$ cat config.mk
export PLATFORM = sky130hd
export DESIGN_NAME = fwd_scoreboard
export DESIGN_NICKNAME = d
export VERILOG_FILES = /design/src/rtl/fwd_pkg.sv /design/src/rtl/fwd_src_match.sv /design/src/rtl/fwd_scoreboard.sv
export SDC_FILE = /design/constraint.sdc
export NUM_CORES = 1
export LEC_CHECK = 0
export ABC_AREA = 0
export ABC_CLOCK_PERIOD_IN_PS = 4250
export BUFFER_PORTS_ARGS = -buffer_cell sky130_fd_sc_hd__buf_2
export CORE_ASPECT_RATIO = 1.75
export CORE_MARGIN = 2
export CORE_UTILIZATION = 50
export DETAILED_ROUTE_END_ITERATION = 8
export GPL_TIMING_DRIVEN = 0
export MAX_ROUTING_LAYER = met4
export PLACE_DENSITY = 0.86
export SYNTH_ARGS = -nofsm -noshare
export SYNTH_HDL_FRONTEND = slang
export SYNTH_SLANG_ARGS = --single-unit
$ cat constraint.sdc
create_clock -name clk -period 4.25 [get_ports clk]
set_input_delay 1.275 -clock clk [delete_from_list [all_inputs] [get_ports clk]]
set_output_delay 1.275 -clock clk [all_outputs]
set_load 0.005 [all_outputs]
$ cat src/rtl/fwd_pkg.sv
// Shared definitions for the operand-forwarding scoreboard.
//   - Default values for the scoreboard parameters.
//   - tag_t  : what an in-flight instruction contributes to forwarding
//              decisions (write enable, destination, forwardable slot).
//   - slot_t : one tracked pipeline slot, i.e. a tag plus its valid bit.
// Tag fields use fixed container widths so the struct can be shared by
// modules with different parameterisations. REG_AW and the latency width
// must not exceed TAG_RD_W and TAG_LAT_W respectively.
package fwd_pkg;

  localparam int REG_AW_DEF = 5;
  localparam int STAGES_DEF = 3;
  localparam int NSRC_DEF   = 2;
  localparam int CNT_W_DEF  = 16;

  localparam int TAG_RD_W   = 8;
  localparam int TAG_LAT_W  = 8;

  typedef struct packed {
    logic                 we;
    logic [TAG_RD_W-1:0]  rd;
    logic [TAG_LAT_W-1:0] lat;
  } tag_t;

  typedef struct packed {
    logic valid;
    tag_t tag;
  } slot_t;

endpackage

$ cat src/rtl/fwd_src_match.sv
// Per-operand forwarding lookup.
// Scans the tracked slots for the youngest (lowest-numbered) instruction
// that writes the requested source register and reports where to take the
// operand from and whether that value is forwardable yet.
// Ports:
//   slots     in  STAGES packed slot_t  tracked slot state, index 1 = EX
//   src       in  REG_AW               source register address
//   sel       out SELW                 0 = register file, s = slot s
//   not_ready out 1                    youngest match has not produced yet
module fwd_src_match
  import fwd_pkg::*;
#(
  parameter  int REG_AW = REG_AW_DEF,
  parameter  int STAGES = STAGES_DEF,
  localparam int SELW   = $clog2(STAGES + 1)
) (
  input  slot_t [STAGES:1]   slots,
  input  logic  [REG_AW-1:0] src,
  output logic  [SELW-1:0]   sel,
  output logic               not_ready
);

  logic found;

  // Only the youngest match matters: an older, already-ready producer holds
  // a stale value once a younger writer of the same register is in flight.
  always_comb begin
    sel       = '0;
    not_ready = 1'b0;
    found     = 1'b0;
    for (int s = 1; s <= STAGES; s++) begin
      if (!found && slots[s].valid && slots[s].tag.we &&
          (slots[s].tag.rd == TAG_RD_W'(src)) && (src != '0)) begin
        found     = 1'b1;
        sel       = SELW'(s);
        not_ready = (TAG_LAT_W'(s) < slots[s].tag.lat);
      end
    end
  end

endmodule

$ cat src/rtl/fwd_scoreboard.sv
// Operand-forwarding scoreboard for an in-order pipeline.
// Tracks the destination of every instruction between EX (slot 1) and WB
// (slot STAGES), selects a forwarding source for each decode-stage operand
// and raises stall while a needed result is not yet forwardable.
// Ports:
//   clk, rst_n   clock, asynchronous active-low reset
//   issue_valid  decode instruction offered for issue
//   issue_we     issuing instruction writes a register
//   issue_rd     its destination register
//   issue_lat    slot at which its result becomes forwardable
//   flush        kill the decode instruction
//   src_addr     packed source registers, operand i at [i*REG_AW +: REG_AW]
//   src_used     operand i is actually read
//   fwd_sel      packed per-operand source select, operand i at [i*SELW +: SELW]
//   stall        hold decode/fetch, bubble into slot 1
//   stall_cnt    saturating count of stall cycles
module fwd_scoreboard
  import fwd_pkg::*;
#(
  parameter  int REG_AW = REG_AW_DEF,
  parameter  int STAGES = STAGES_DEF,
  parameter  int NSRC   = NSRC_DEF,
  parameter  int CNT_W  = CNT_W_DEF,
  localparam int SELW   = $clog2(STAGES + 1),
  localparam int LATW   = $clog2(STAGES + 1)
) (
  input  logic                   clk,
  input  logic                   rst_n,
  input  logic                   issue_valid,
  input  logic                   issue_we,
  input  logic [REG_AW-1:0]      issue_rd,
  input  logic [LATW-1:0]        issue_lat,
  input  logic                   flush,
  input  logic [NSRC*REG_AW-1:0] src_addr,
  input  logic [NSRC-1:0]        src_used,
  output logic [NSRC*SELW-1:0]   fwd_sel,
  output logic                   stall,
  output logic [CNT_W-1:0]       stall_cnt
);

  // A zero latency still means "available from EX"; anything past the last
  // tracked slot would never be reached, so it is pinned to the last slot.
  function automatic logic [TAG_LAT_W-1:0] clamp_lat(input logic [LATW-1:0] lat);
    logic [TAG_LAT_W-1:0] r;
    if (lat == '0)
      r = TAG_LAT_W'(1);
    else if (int'(lat) > STAGES)
      r = TAG_LAT_W'(STAGES);
    else
      r = TAG_LAT_W'(lat);
    return r;
  endfunction

  function automatic logic [CNT_W-1:0] sat_inc(input logic [CNT_W-1:0] v);
    return (v == {CNT_W{1'b1}}) ? v : v + 1'b1;
  endfunction

  logic [STAGES:1]  vld_p;
  tag_t [STAGES:1]  tag_p;
  slot_t [STAGES:1] slot_view;
  logic [NSRC-1:0]  not_ready;

  // Decode -> slot 1 capture; slots s -> s+1 shift, last slot retires.
  // Only the valid bits and the counter are reset; tags are qualified by
  // their valid bit and need no reset value.
  always_ff @(posedge clk or negedge rst_n) begin
    if (!rst_n) begin
      vld_p     <= '0;
      stall_cnt <= '0;
    end else begin
      vld_p[1] <= issue_valid & ~stall & ~flush;
      for (int s = 2; s <= STAGES; s++)
        vld_p[s] <= vld_p[s-1];
      if (stall)
        stall_cnt <= sat_inc(stall_cnt);
    end
  end

  always_ff @(posedge clk) begin
    tag_p[1] <= '{we: issue_we, rd: TAG_RD_W'(issue_rd), lat: clamp_lat(issue_lat)};
    for (int s = 2; s <= STAGES; s++)
      tag_p[s] <= tag_p[s-1];
  end

  always_comb begin
    slot_view = '0;
    for (int s = 1; s <= STAGES; s++) begin
      slot_view[s].valid = vld_p[s];
      slot_view[s].tag   = tag_p[s];
    end
  end

  // Decode-stage lookup, one matcher per source operand.
  for (genvar i = 0; i < NSRC; i++) begin : g_src
    fwd_src_match #(
      .REG_AW (REG_AW),
      .STAGES (STAGES)
    ) u_match (
      .slots     (slot_view),
      .src       (src_addr[i*REG_AW +: REG_AW]),
      .sel       (fwd_sel[i*SELW +: SELW]),
      .not_ready (not_ready[i])
    );
  end

  // A flushed decode instruction is discarded, so it can never wait.
  assign stall = ~flush & (|(not_ready & src_used));

endmodule

# Word-level counts from Yosys, hierarchy flattened
# Index checks and enable logic that the tools add are counted.
# word_totals
register_bits,61
latchBits,0
mem_bits_rw,0
mem_bits_ro,0
inputBits,24
out_inout_bits,21
mem_count,0
# op_classes
n_addsub,1
multipliers,0
div,0
n_lt_le_gt_ge,3
eq_ne,7
shifts,0
n_mux,16
bitwise_logic,7
reduce_logical,30
# op_table
operator,count
$eq A5 B5 Y1,6
$logic_and A1 B1 Y1,21
$add A16 B1 Y16 const B,1
$eq A16 B16 Y1 const B,1
$lt A2 B8 Y1 const A,2
$mux W1,12
$reduce_bool A5 Y1,2
$lt A1 B8 Y1 const A,1
$mux W2,4
$logic_not A1 Y1,4
$and A1 B1 Y1,3
$not A1 Y1,3
$and A2 B2 Y2,1
$logic_not A2 Y1,1
$reduce_and A2 Y1,1
$reduce_or A2 Y1,1

# Longest topological paths before layout
# logic_depth
word_depth,22
mapped_depth,9
mapped_depth_nobuf,8

# Modules after synthesis
# Synthesis repeated with hierarchy kept, for this count alone.
# hier_totals
hier_cells,189
area_unflattened_um2,2048.2
# modules_own_cells
mod,n_inst,cells_per_inst,area_per_inst_um2
fwd_scoreboard,1,105,1382.6
fwd_src_match,2,42,332.8

# Least setup slack after synthesis
# Ideal clock, no wire load.
# synth_path
path_type,input -> output
start,input port src_addr[0]
end,output port stall
t_arrival_ps,2764
setup_slack_ps,211
stages,7
path_cell_list,clkbuf_1 xnor2_1 nand4_1 nor4_1 mux2_4 a22oi_2 nor2_1
# synth_via
elab_chain_len,19
# synth_lines
item,line_no,source
from (decl),fwd_scoreboard.sv:34,"input logic [NSRC*REG_AW-1:0] src_addr,"
$eq A5 B5 Y1,fwd_src_match.sv:33,(slots[s].tag.rd == TAG_RD_W'(src)) && (src != '0)) begin
$logic_and A1 B1 Y1,fwd_src_match.sv:32,if (!found && slots[s].valid && slots[s].tag.we &&
$logic_and A1 B1 Y1,fwd_src_match.sv:33,
$mux W1,fwd_src_match.sv:32,
$logic_not A1 Y1,fwd_src_match.sv:32,
$logic_and A1 B1 Y1 (3 in a row),fwd_src_match.sv:32,
$logic_and A1 B1 Y1,fwd_src_match.sv:33,
$mux W1,fwd_src_match.sv:32,
$logic_not A1 Y1,fwd_src_match.sv:32,
$logic_and A1 B1 Y1 (3 in a row),fwd_src_match.sv:32,
$logic_and A1 B1 Y1,fwd_src_match.sv:33,
$mux W1 *,fwd_src_match.sv:32,
$and A2 B2 Y2 *,fwd_scoreboard.sv:107,assign stall = ~flush & (|(not_ready & src_used));
$reduce_or A2 Y1 *,fwd_scoreboard.sv:107,
$and A1 B1 Y1 *,fwd_scoreboard.sv:107,
to (decl),fwd_scoreboard.sv:37,"output logic stall,"
# Every way passes the cells marked *; elsewhere a longest branch is shown, timed or not.

# Worst setup path in the final report
# layout_path
start,input port src_addr[9]
end,output port stall
# Same word-level chain as after synthesis.

==> run_results.csv <==
group,metric,value,unit
global_route,grt_first_pass_wirelength,6.45,mm
pwr,p_per_area,342,mW/mm^2
yosys,async_flop_share,0.463,
yosys,synth_area_leaders,"dfrtp_1 27%, dfxtp_1 25%, xnor2_1 18%, xor2_1 4.4%, nand4_1 2.8%",
pwr,ir_worst_vdd,303,uV
floorplan,die_w,49.2,um
setup_path,crit_start,"src_addr[9]",
setup_path,cp_cell_sequence,"buf_2, or4_4, nor2_2, nor4_4, mux2_4, a22oi_2, nor2_1, buf_2",
global_route,grt_max_degree,20,
clocking,clock-sinks,41,
yosys,ys_warn_count,0,
setup_path,crit_path_end_kind,"output pin",
floorplan,die-area,0.00408,sq mm
setup_path,worst-r2r-cell-count,9,
timing,hold_viol_final,0,
flow_run,max_cap_violations,0,
routing,wire_per_inst,15.6,um
layout,syn2layout_area_growth,27.2,%
clocking,clk_path_buf_depth,2,
floorplan,core,0.00340,sq mm
hold_path,worstHoldPathType,"reg -> reg",
setup_path,r2r_slack,1.97,ns
yosys,synthesis.nets,186,
timing,fin_crit_sh,0.997,
setup_path,slowest_stage,"or4_4",
floorplan,row_count,28,
pwr,p_sw,187,uW
routing,first_pass_iters,4,
yosys,yosysMostFrequentCell,"xnor2_1",
setup_path,critPathBufInv,2,
routing,dr_total_vias,1374,
timing,layout_min_cycle_time,4.24,ns
setup_path,worst_path_most_repeated_cell,"buf_2",
routing,first_iter_violations,36,
pwr,leakage,0.00101,uW
global_route,overflow,0,
setup_path,timing.rr.start,"stall_cnt[0]",
yosys,synthXorXnorAreaFrac,0.221,
pwr,seqPwrFrac,0.532,
yosys,muxShareOfSynthArea,0.0210,
setup_path,max_stage_delay,0.58,ns
timing,slew_headroom,0.720,
clocking,clk_pin_slew_worst_paths,0.08,ns
placed_design,dp_cells,248,
yosys,synthSimpleGateAreaFrac,0.177,
clocking,htreeDepth,2,
pwr,combPwrFrac,0.100,
timing,slew_viol_final,0,
yosys,synthFlopType,"dfxtp_1",
layout,layout.nets,238,
setup_path,rr_endpoint,"stall_cnt[8]",
routing,drt-total-wl,4.04,mm
setup_path,cp.arrival,2.96,ns
placed_design,port_buffers,42,
yosys,syn_area,0.00178,sq mm
clocking,clk_latency,0.30,ns
routing,ant_nets,0,
floorplan,start_util,0.525,
global_route,antenna_found_initial,0,
yosys,synth_common_cells,"36 x xnor2_1, 22 x dfxtp_1, 19 x dfrtp_1, 10 x nand2_1, 9 x xor2_1",
clocking,cts_made_buffers,5,
timing,fmax,236,MHz
floorplan,fp.dieH,83.0,um
yosys,synth_seq_area_share,0.513,
clocking,clockRootBuffer,"clkbuf_8",
routing,drc,0,
clocking,tritoncts,"built",
layout,drive_gt1_frac,0.322,
layout,diodes,0,
timing,holdWs,0.333,ns
floorplan,io_pins,45,
pwr,swShare,0.241,
global_route,grt_pass1_vias,1353,
yosys,synth_edf_count,0,
setup_path,path_class,"in -> out",
placed_design,placedInstanceArea,0.00205,sq mm
layout,fin_util,0.668,
timing,fin_worst_skew,0.00718,ns
routing,vias_per_cell,5.31,
pwr,p_int,589,uW
setup_path,worst-path-stages,8,
yosys,synth.avg_cell_area,11.1,sq um
outcome,status,"finished, final reports clean",
setup_path,crit_required,2.97,ns
timing,finalSetupViolations,0,
global_route,grt_usage,0.215,
setup_path,critPathMaxFanout,4,
placed_design,dp_hpwl,2.81,mm
layout,stdcell_area,0.00227,sq mm
timing,tightest_slew,0.419,ns
yosys,syn_inst,161,
yosys,ys_types,32,
pwr,power,775,uW
setup_path,endpoint,"stall",
yosys,synthAdderAreaFrac,0.00701,
yosys,synth_top_family_by_area,"XOR/XNOR gates",
yosys,synth_top_area_share,0.266,
placed_design,globalplace.congestion,0.854,
yosys,ys_ff_latch,41,
yosys,synth_top_cell_by_area,"dfrtp_1",
setup_path,cp-start-kind,"input port",
yosys,synth_compound_area_frac,0.0456,
pwr,pwr-share-clk,0.368,
layout,final_cells,259,
setup_path,cp_top_family,"simple AND/OR/NAND/NOR gates",
-- metrics by stage --
| step | worst slack (ns) | TNS [ns] |
|---|---|---|
| after floorplan | 0.211 | 0 |
| after global placement | -0.167 | -0.167 |
| after detailed placement | -0.219 | -0.219 |
| after CTS | 0.0427 | 0 |
| after global routing | -0.0380 | -0.0380 |
| final | 0.0148 | 0 |
-- per-layer routing --
layer  up-vias  track usage  wire, um
li1        662            -         -
met1       661        0.230      1520
met2        45        0.369      2290
met3         6       0.0486       171
met4         0       0.0961        61
met5         -            -         0
-- layout by cell type, fill, tap and decap left out, types with 3 or more instances in the layout --
cell       n
xor2_1     9
nand4_1    8
and3_1     4
nand3_1    7
xnor2_1   36
and2_1     3
nor3_1     3
buf_4      3
nand2_1   10
buf_2     40
nor2_1     4
dfxtp_1   22
clkbuf_8   5
dfrtp_1   19
-- registers in the layout, summed over array words and instances (netlist names) --
register and cells:
vld_p 3, stall_cnt 16, slot_view 22
-- cell type report --
cell class	count	area [sq um]
Clock buffer	7	97.6
Fill cell	272	1130
Inverter	1	3.75
Clock inverter	1	5.00
Tap cell	45	56.3
Sequential cell	41	916
Multi-Input combinational cell	115	917
Buffer	4	25.0
Timing Repair Buffer	45	249
-- repair_timing --
item                                    in CTS  in global routing
hold buffers                                 0                  0
buffers inserted                             1                  2
gates resized for setup                      2                 21
pin swaps                                    1                  8
endpoints found under the setup margin       1                  1
-- kinds of logic after synthesis --
group | after synthesis
AND/OR/NAND/NOR | 57
XOR/XNOR | 45
buffers and inverters | 5
multiplexers | 3
AO/OA/AOI/OAI | 9
adder cells (fa/ha/maj) | 1
flip-flops | 41
-- power by group through the flow --
| stage | Combinational, uW | Sequential (uW) | Clock (uW) |
|---|---|---|---|
| floorplan | 36.6 | 419 | 0 |
| global placement | 62.9 | 420 | 0 |
| detailed placement | 64.1 | 421 | 0 |
| CTS | 66.2 | 412 | 290 |
| global route | 84.8 | 414 | 308 |
| finish | 77.5 | 412 | 286 |
-- worst min-delay path by stage --
stage	from	to	slack, ns	depth (start not counted)
after floorplan	slot_view[0]	slot_view[18]	0.31	0
after global placement	slot_view[0]	slot_view[18]	0.31	0
after CTS	slot_view[0]	slot_view[18]	0.33	0
final	slot_view[0]	slot_view[18]	0.33	0
after detailed placement	slot_view[0]	slot_view[18]	0.31	0
after global routing	slot_view[0]	slot_view[18]	0.35	0
No activity file was read; power rests on OpenSTA's default activity.
